==> src/rtl/register_file_sb.sv <==
// Parametrised register file with write-to-read bypass, busy-bit scoreboard
// and a multi-cycle sequential clear sweep.
module register_file_sb #(
  parameter int WIDTH   = 32,
  parameter int DEPTH   = 8,
  parameter int AW      = 5,
  parameter int ZERO_R0 = 0
) (
  input  logic             clock,
  input  logic             reset,
  input  logic [AW-1:0]    raddr1,
  input  logic [AW-1:0]    raddr2,
  output logic [WIDTH-1:0] rdata1,
  output logic [WIDTH-1:0] rdata2,
  output logic             rbusy1,
  output logic             rbusy2,
  input  logic [AW-1:0]    waddr,
  input  logic [WIDTH-1:0] wdata,
  input  logic             write,
  input  logic             reserve,
  input  logic [AW-1:0]    rsv_addr,
  input  logic             clear,
  output logic             ready
);

  localparam int IDX = (DEPTH > 1) ? $clog2(DEPTH) : 1;
  localparam bit ZR  = (ZERO_R0 != 0);

  typedef enum logic {IDLE, CLEAR} state_t;

  state_t           r_state;
  logic [WIDTH-1:0] r_regs [DEPTH];
  logic [DEPTH-1:0] r_busy;
  logic [IDX-1:0]   r_cnt;
  logic             r_ready;

  logic [IDX-1:0] w_ridx1;
  logic [IDX-1:0] w_ridx2;
  logic [IDX-1:0] w_widx;
  logic [IDX-1:0] w_sidx;
  logic           w_idle;
  logic           w_wrEn;
  logic           w_rsvEn;
  logic           w_hit1;
  logic           w_hit2;
  logic           w_zero1;
  logic           w_zero2;

  assign w_ridx1 = raddr1[IDX-1:0];
  assign w_ridx2 = raddr2[IDX-1:0];
  assign w_widx  = waddr[IDX-1:0];
  assign w_sidx  = rsv_addr[IDX-1:0];
  assign w_idle  = (r_state == IDLE);

  // Writes and reserves aimed at a hardwired-zero r0 are dropped entirely,
  // so r0 stays 0 and never becomes busy.
  assign w_wrEn  = write   && w_idle && !(ZR && (w_widx == '0));
  assign w_rsvEn = reserve && w_idle && !(ZR && (w_sidx == '0));

  assign w_hit1  = w_wrEn && (w_widx == w_ridx1);
  assign w_hit2  = w_wrEn && (w_widx == w_ridx2);
  assign w_zero1 = ZR && (w_ridx1 == '0);
  assign w_zero2 = ZR && (w_ridx2 == '0);

  // An in-flight writeback both forwards its data and hides the hazard.
  assign rdata1 = w_zero1 ? '0 : (w_hit1 ? wdata : r_regs[w_ridx1]);
  assign rdata2 = w_zero2 ? '0 : (w_hit2 ? wdata : r_regs[w_ridx2]);
  assign rbusy1 = !w_zero1 && r_busy[w_ridx1] && !w_hit1;
  assign rbusy2 = !w_zero2 && r_busy[w_ridx2] && !w_hit2;
  assign ready  = r_ready;

  always_ff @(posedge clock or posedge reset) begin
    if (reset) begin
      for (int i = 0; i < DEPTH; i++) r_regs[i] <= '0;
      r_busy  <= '0;
      r_state <= IDLE;
      r_cnt   <= '0;
      r_ready <= 1'b1;
    end else begin
      case (r_state)
        IDLE: begin
          if (w_wrEn) begin
            r_regs[w_widx] <= wdata;
            r_busy[w_widx] <= 1'b0;
          end
          // Placed after the write so a same-index reserve leaves the bit set.
          if (w_rsvEn) r_busy[w_sidx] <= 1'b1;
          if (clear) begin
            r_state <= CLEAR;
            r_cnt   <= '0;
            r_ready <= 1'b0;
          end
        end
        CLEAR: begin
          r_regs[r_cnt] <= '0;
          r_busy[r_cnt] <= 1'b0;
          if (r_cnt == IDX'(DEPTH - 1)) begin
            r_state <= IDLE;
            r_cnt   <= '0;
            r_ready <= 1'b1;
          end else begin
            r_cnt <= r_cnt + 1'b1;
          end
        end
        default: begin
          r_state <= IDLE;
          r_ready <= 1'b1;
        end
      endcase
    end
  end

  generate
    if (AW > IDX) begin : gUnusedAddr
      logic w_unused;
      assign w_unused = &{1'b0, raddr1[AW-1:IDX], raddr2[AW-1:IDX],
                          waddr[AW-1:IDX], rsv_addr[AW-1:IDX]};
    end
  endgenerate

endmodule

==> config.mk <==
export PLATFORM = sky130hd
export DESIGN_NAME = register_file_sb
export DESIGN_NICKNAME = d
export VERILOG_FILES = /design/src/rtl/register_file_sb.sv
export SDC_FILE = /design/constraint.sdc
export NUM_CORES = 1
export LEC_CHECK = 0
export CAP_MARGIN = 40
export CORE_UTILIZATION = 63
export DETAILED_ROUTE_END_ITERATION = 16
export PLACE_DENSITY = 0.86
export SYNTH_ARGS = -nofsm -noshare
export SYNTH_HDL_FRONTEND = slang
export SYNTH_SLANG_ARGS = --single-unit
export TNS_END_PERCENT = 20
==> constraint.sdc <==
create_clock -name clock -period 17.95 [get_ports clock]
set_input_delay 2.6925 -clock clock [delete_from_list [all_inputs] [get_ports clock]]
set_output_delay 2.6925 -clock clock [all_outputs]
set_load 0.05 [all_outputs]
==> metrics, run 1 <==
outcome finished clean; Crit. Startpoint waddr[2]; R2R Path End r_regs[0]$_DFFE_PP0P_; Crit path required time 15260 ps; total stage count of the critical path 6; Synthesis Warnings 0; total chip power roughly 0.0024 W; Worst Tran Pin Value 822 ps; Die X-Extent 155 microns; crit path kind primary input to primary output; Slew Limit Fails 0; FF-to-FF path depth 4; Seq cells post-synth 269; Diodes inserted 0; Synth async-reset ratio 100%; Nets ~1100; # IOs 124; Critical path destination rdata2[20]; first-pass GRT wire length 65.2 mm; number of hold buffers added after cts 0; CTS clock-pin slew for the worst setup and hold paths 60 ps; layout cells sized above 1 between 30% and 40%; worst-path cell chain clkdlybuf4s50_1, xnor2_1, nand4_1, buf_4, mux2_2, clkdlybuf4s50_1; Inst Count DP approximately 1400; Global Route Usage Sum 35.9%; post-synthesis sequential area ratio 45.6%; clock root buffer clkbuf_16; cell family with most CP delay buffers and inverters; area taken by multi-input logic gates 0.00746 sq mm; combinational group share of total power 37.2%; reg2reg start r_state$_DFF_PP0_; Clock Skews 7.37 ps; Clock Latency Late Sink ~540 ps; port bufs 115; GP Congestion 0.806; Post-Layout Cell Count 1401; CTS Buf Count 29; Initial Util ~65%; # clock sinks 269; gr ovfl total 0; Placeable Area around 0.023 sq mm; FP Rows 55; r2r setup slk 15290 ps; placed inst area 0.0160 sq mm; CP peak stage delay 840 ps; H-tree levels 1; DP HPWL around 23 mm; Sw Ratio 36.3%; antenna viol nets, final 0; Max Cap Viol 0; final hold vios 0; cell count after synthesis 1024; post-route DRC violation count 0; clk buf depth 3; vias in the first global route 11200; Mean Syn Cell Area approximately 14 sq um; Post-synth top flop dfrtp_1; commonest non-fill, non-tap cell in the layout dfrtp_1; post-detailed-route wirelength per cell 29.3 microns; P_leak 7.52 nW; RSZ-0062 raised after global routing no; CTS-repair resized insts 0; Clk pwr share 24.4%; initial antenna violation count 1; sequential fraction of design power 38.4%; slowest cell on the critical path clkdlybuf4s50_1; Final setup viols 0; Die Ht roughly 160 microns; max_slew headroom 45.1%; setup TNS 0 ps; DRT Pass-1 Iters 5; vias per cell 7.57; Mapped Area 0.0148 sq mm; crit-path max FO 25; Post-Route WL 41.0 mm; FF/Latch Area 0.00673 sq mm; Worst Hold Class flip-flop to flip-flop; period utilization 48.2%; startpoint types primary input; time the worst path needs with I/O delays and setup 8650 ps; CP bufs+invs 3; EDFF count, synth 0; fin area 0.0170 sq mm; most used cell, CP clkdlybuf4s50_1; CTS tree done; commonest cells after routing, fill and taps aside dfrtp_1 (268), a22o_1 (256), mux4_2 (132); Synth-to-Final Area Change 14.9%; worst vdd ir 0.0954 mV; CP Capture Type primary output; syn nets 1083; cell area power density 142 mW/mm^2; via count about 11000; post-layout util 74.3%; Sw Pwr around 0.00088 W; 1st-iter DRT viols 1147; largest net degree at the start of global routing 109; Yosys cell types 43; Int Power 0.00154 W; setup repair bufs after CTS 0; Fillers between 1000 and 1500; crit path DAT about 6000 ps; Max Freq 0.116 GHz; die area 0.0241 sq mm
## cells by family (layout without fill, tap and decap cells)
logic type      count (synthesis)  in the layout  synth area share (%)
compound gates                292            292                  16.6
xor+xnor                        6              6                 0.356
fa+ha+maj                       2              2                 0.169
buf+inv                       138            202                  4.56
flops                         269            269                  45.6
mux                           263            263                  30.5
simple gates                   54             54                  2.21
## area by class of cell
class	instances	share of cell area, %
sequential	269	39.7
tap	313	2.31
multi-input combinational	617	43.9
clock buffer	40	4.81
clock inverter	11	0.656
inverter	4	0.133
timing repair buffer	147	8.52
## tightest hold or removal path: cells and delay by family, from the launching register on
family	cells	cell delay [ps]
and+or+nand+nor	2	130
DFF	1	370
## worst min path at each step
stage	start	to	slack (ps)	depth (start not counted)
4_1_cts	ready$_DFFE_PP1P_	ready$_DFFE_PP1P_	500	2
3_5_place_dp	ready$_DFFE_PP1P_	ready$_DFFE_PP1P_	490	2
5_1_grt	r_regs[161]$_DFFE_PP0P_	r_regs[161]$_DFFE_PP0P_	520	1
3_3_place_gp	r_regs[66]$_DFFE_PP0P_	r_regs[66]$_DFFE_PP0P_	490	1
6_report	ready$_DFFE_PP1P_	ready$_DFFE_PP1P_	500	2
2_1_floorplan	r_regs[160]$_DFFE_PP0P_	r_regs[160]$_DFFE_PP0P_	480	1
## sequential cells by signal, indices dropped and copies added, names as in the netlist
signal	count
r_busy	8
r_regs	256
r_state	1
r_cnt	3
ready	1
## layer usage
layer,global-route usage [%],routed length (microns),vias to the layer above,share of wire [%]
met5,0,12,-,0.029
met4,13.6,1320,2,3.2
met3,9.50,4630,130,11
met2,56.5,20000,751,49
met1,48.4,15100,5505,37
li1,-,-,4217,-
## Yosys cell counts (all sizes together) (4+ instances only)
master | n | area [sq um]
a21oi | 16 | 80.1
a22o | 256 | 2240
buf | 83 | 468
clkbuf | 51 | 191
dfrtp | 268 | 6710
inv | 4 | 15.0
mux2 | 130 | 1520
mux4 | 132 | 2970
nand2 | 10 | 37.5
nor2 | 11 | 41.3
nor2b | 5 | 31.3
o21ai | 9 | 45.0
xnor2 | 6 | 52.6
## power groups by stage
stage | logic [W] | registers, W | clock network (W)
after detailed placement | 0.000885 | 0.000920 | 0
after floorplan | 0.000663 | 0.000868 | 0
after CTS | 0.000893 | 0.000918 | 0.000592
final | 0.000897 | 0.000927 | 0.000590
after global placement | 0.000860 | 0.000905 | 0
after global routing | 0.000944 | 0.000944 | 0.000617
## stage by stage
stage               hold WS [ps]  setup WS (ps)
floorplan                    477           7850
global placement             494           9390
detailed placement           492           9330
CTS                          502           9330
global route                 523           9200
finish                       499           9300
Note: power is estimated with default switching activity, not from simulation.
==> inputs of run 2 (changes only) <==
Settings changed: CORE_UTILIZATION 63 to 59, PLACE_DENSITY 0.86 to 0.81.
Clock period 17.95 ns to 8.24 ns, I/O delays scaled along.
==> run 2 against run 1 <==
- critical path type unchanged
- critical path depth stayed put
- non-clock buffer count is 1 lower
- clock power is 150% higher
- die area is 6.7% higher
==> metrics, run 2 (synthesized netlist as in run 1, its figures left out) <==
Largest register FFs 256 (unchanged); WHS Path Cells 2 (unchanged); Top reg by flops r_regs (unchanged); CTS Buf Count 29 (unchanged); placed inst area 0.0160 sq mm (about the same); number of hold buffers added after cts 0 (unchanged); post-detailed-route wirelength per cell 28.1 microns (was 29.3 microns); antenna viol nets, final 0 (unchanged); vias in the first global route 10900 (was 11200); vias per cell 7.36 (was 7.57); post-route DRC violation count 0 (unchanged); FP Rows 57 (was 55); GP Congestion 0.784 (was 0.806); RSZ-0062 raised after global routing no (unchanged); port bufs 115 (unchanged); crit path kind primary input to primary output (unchanged); Synth-to-Final Area Change 15.9% (was 14.9%); Slew Limit Fails 0 (unchanged); Nets 1126 (was 1127); gr ovfl total 0 (unchanged); 1st-iter DRT viols 1079 (was 1147); worst vdd ir 0.201 mV (was 0.0954 mV); first-pass GRT wire length 62.4 mm (was 65.2 mm); final hold vios 0 (unchanged); fin area 0.0171 sq mm (was 0.0170 sq mm); commonest non-fill, non-tap cell in the layout dfrtp_1 (unchanged); CTS clock-pin slew for the worst setup and hold paths 50 ps (was 60 ps); time the worst path needs with I/O delays and setup 5720 ps; cell area power density 316 mW/mm^2 (was 142 mW/mm^2); # IOs 124 (unchanged); P_leak 7.57 nW (was 7.52 nW); crit path DAT 4480 ps (was 5960 ps); Initial Util 60.4% (was 64.7%); Final setup viols 0 (unchanged); via count 10400 (was 10600); Worst Tran Pin Value 877 ps (was 822 ps); H-tree levels 1 (unchanged); DRT Pass-1 Iters 5 (unchanged); FF-to-FF path depth 4 (unchanged); Post-Route WL 39.6 mm (was 41.0 mm); CTS-repair resized insts 0 (unchanged); largest net degree at the start of global routing 157 (was 109); startpoint types primary input (unchanged); Clock Skews 12.5 ps (was 7.37 ps); biggest regs r_regs (256), r_busy (8), r_cnt (3) (unchanged); Global Route Usage Sum 31.7% (was 35.9%); max_slew headroom 41.5% (was 45.1%); Crit path required time 7000 ps (was 15260 ps); layout cells sized above 1 33.5% (unchanged); Max Cap Viol 0 (unchanged); commonest cells after routing, fill and taps aside dfrtp_1 (268), a22o_1 (256), mux4_2 (132) (unchanged); Worst Hold Class flip-flop to flip-flop (unchanged); die area 0.0257 sq mm (was 0.0241 sq mm); Die X-Extent 160 microns (was 155 microns); Clock Latency Late Sink 550 ps (was 540 ps); Die Ht 160 microns (was 155 microns); setup repair bufs after CTS 0 (unchanged); # clock sinks 269 (unchanged); DP HPWL 21.4 mm (was 22.5 mm); period utilization 69.4%; clock root buffer clkbuf_16 (unchanged); outcome finished clean (unchanged); crit-path max FO 26 (was 25); Placeable Area 0.0245 sq mm (was 0.0228 sq mm); Max Freq 0.175 GHz; clk buf depth 3 (unchanged); setup TNS 0 ps (unchanged); CTS tree done (unchanged); CP Capture Type primary output (unchanged); initial antenna violation count 1 (unchanged)
[run 2: cell count changes in the layout (fill, tap and decap cells not counted), sizes merged]
cell    change
buf         -1
clkbuf      -2
clkinv      -3
bufinv      +6
diode       +1
[run 2: worst max-delay path: stages]
cell and delay, ps:
clkdlybuf4s50_1 820, xnor2_1 190, nand4_1 540, buf_4 530
mux2_2 320, clkdlybuf4s50_1 810
[run 2: layout make-up]
cell class | count | area [sq um]
Fill cell | 1589 | 7340
Antenna cell | 1 | 2.50
Clock buffer | 38 | 790
Inverter | 4 | 18.8
Sequential cell | 269 | 6730
Multi-Input combinational cell | 617 | 7460
Tap cell | 324 | 405
Clock inverter | 14 | 285
Timing Repair Buffer | 146 | 1430
[run 2: report_power, final]
part           switching [W]  total [W]  internal, W  leakage, nW
combinational        0.00102    0.00193     0.000915         3.35
sequential          0.000328    0.00201      0.00168         3.70
clock               0.000548    0.00147     0.000924        0.526
[run 2: through the flow]
step                total power [W]  hold slack (ps)  util [%]  setup WS, ps  cells
floorplan                   0.00333              477         -          3450   1024
global placement            0.00385              494      65.3          2600   1357
detailed placement          0.00391              494      65.6          2560   1360
CTS                         0.00539              502      70.0          2550   1412
global route                0.00561              526      70.0          2430   1413
finish                      0.00541              497      70.0          2520   1413
[run 2: path summary, 6_finish.rpt]
| check | from | end | slack (ps) |
|---|---|---|---|
| max | waddr[2] | rdata1[31] | 2520 |
| min | ready$_DFFE_PP1P_ | ready$_DFFE_PP1P_ | 500 |
| max reg2reg | r_state$_DFF_PP0_ | r_regs[24]$_DFFE_PP0P_ | 5520 |
| min reg2reg | ready$_DFFE_PP1P_ | ready$_DFFE_PP1P_ | 500 |
| max in group asynchronous | reset | r_regs[38]$_DFFE_PP0P_ | 5730 |
| min in group asynchronous | reset | r_cnt[1]$_DFFE_PP0P_ | 1260 |
[run 2: routing by layer]
metal  global-route usage, %  vias to the layer above  part of all wire [%]
met1                    43.9                     5482                    39
li1                        -                     4208                     -
met5                       0                        -                     0
met4                    11.6                        0                   2.8
met2                    50.4                      631                    49
met3                    6.08                       85                   9.4
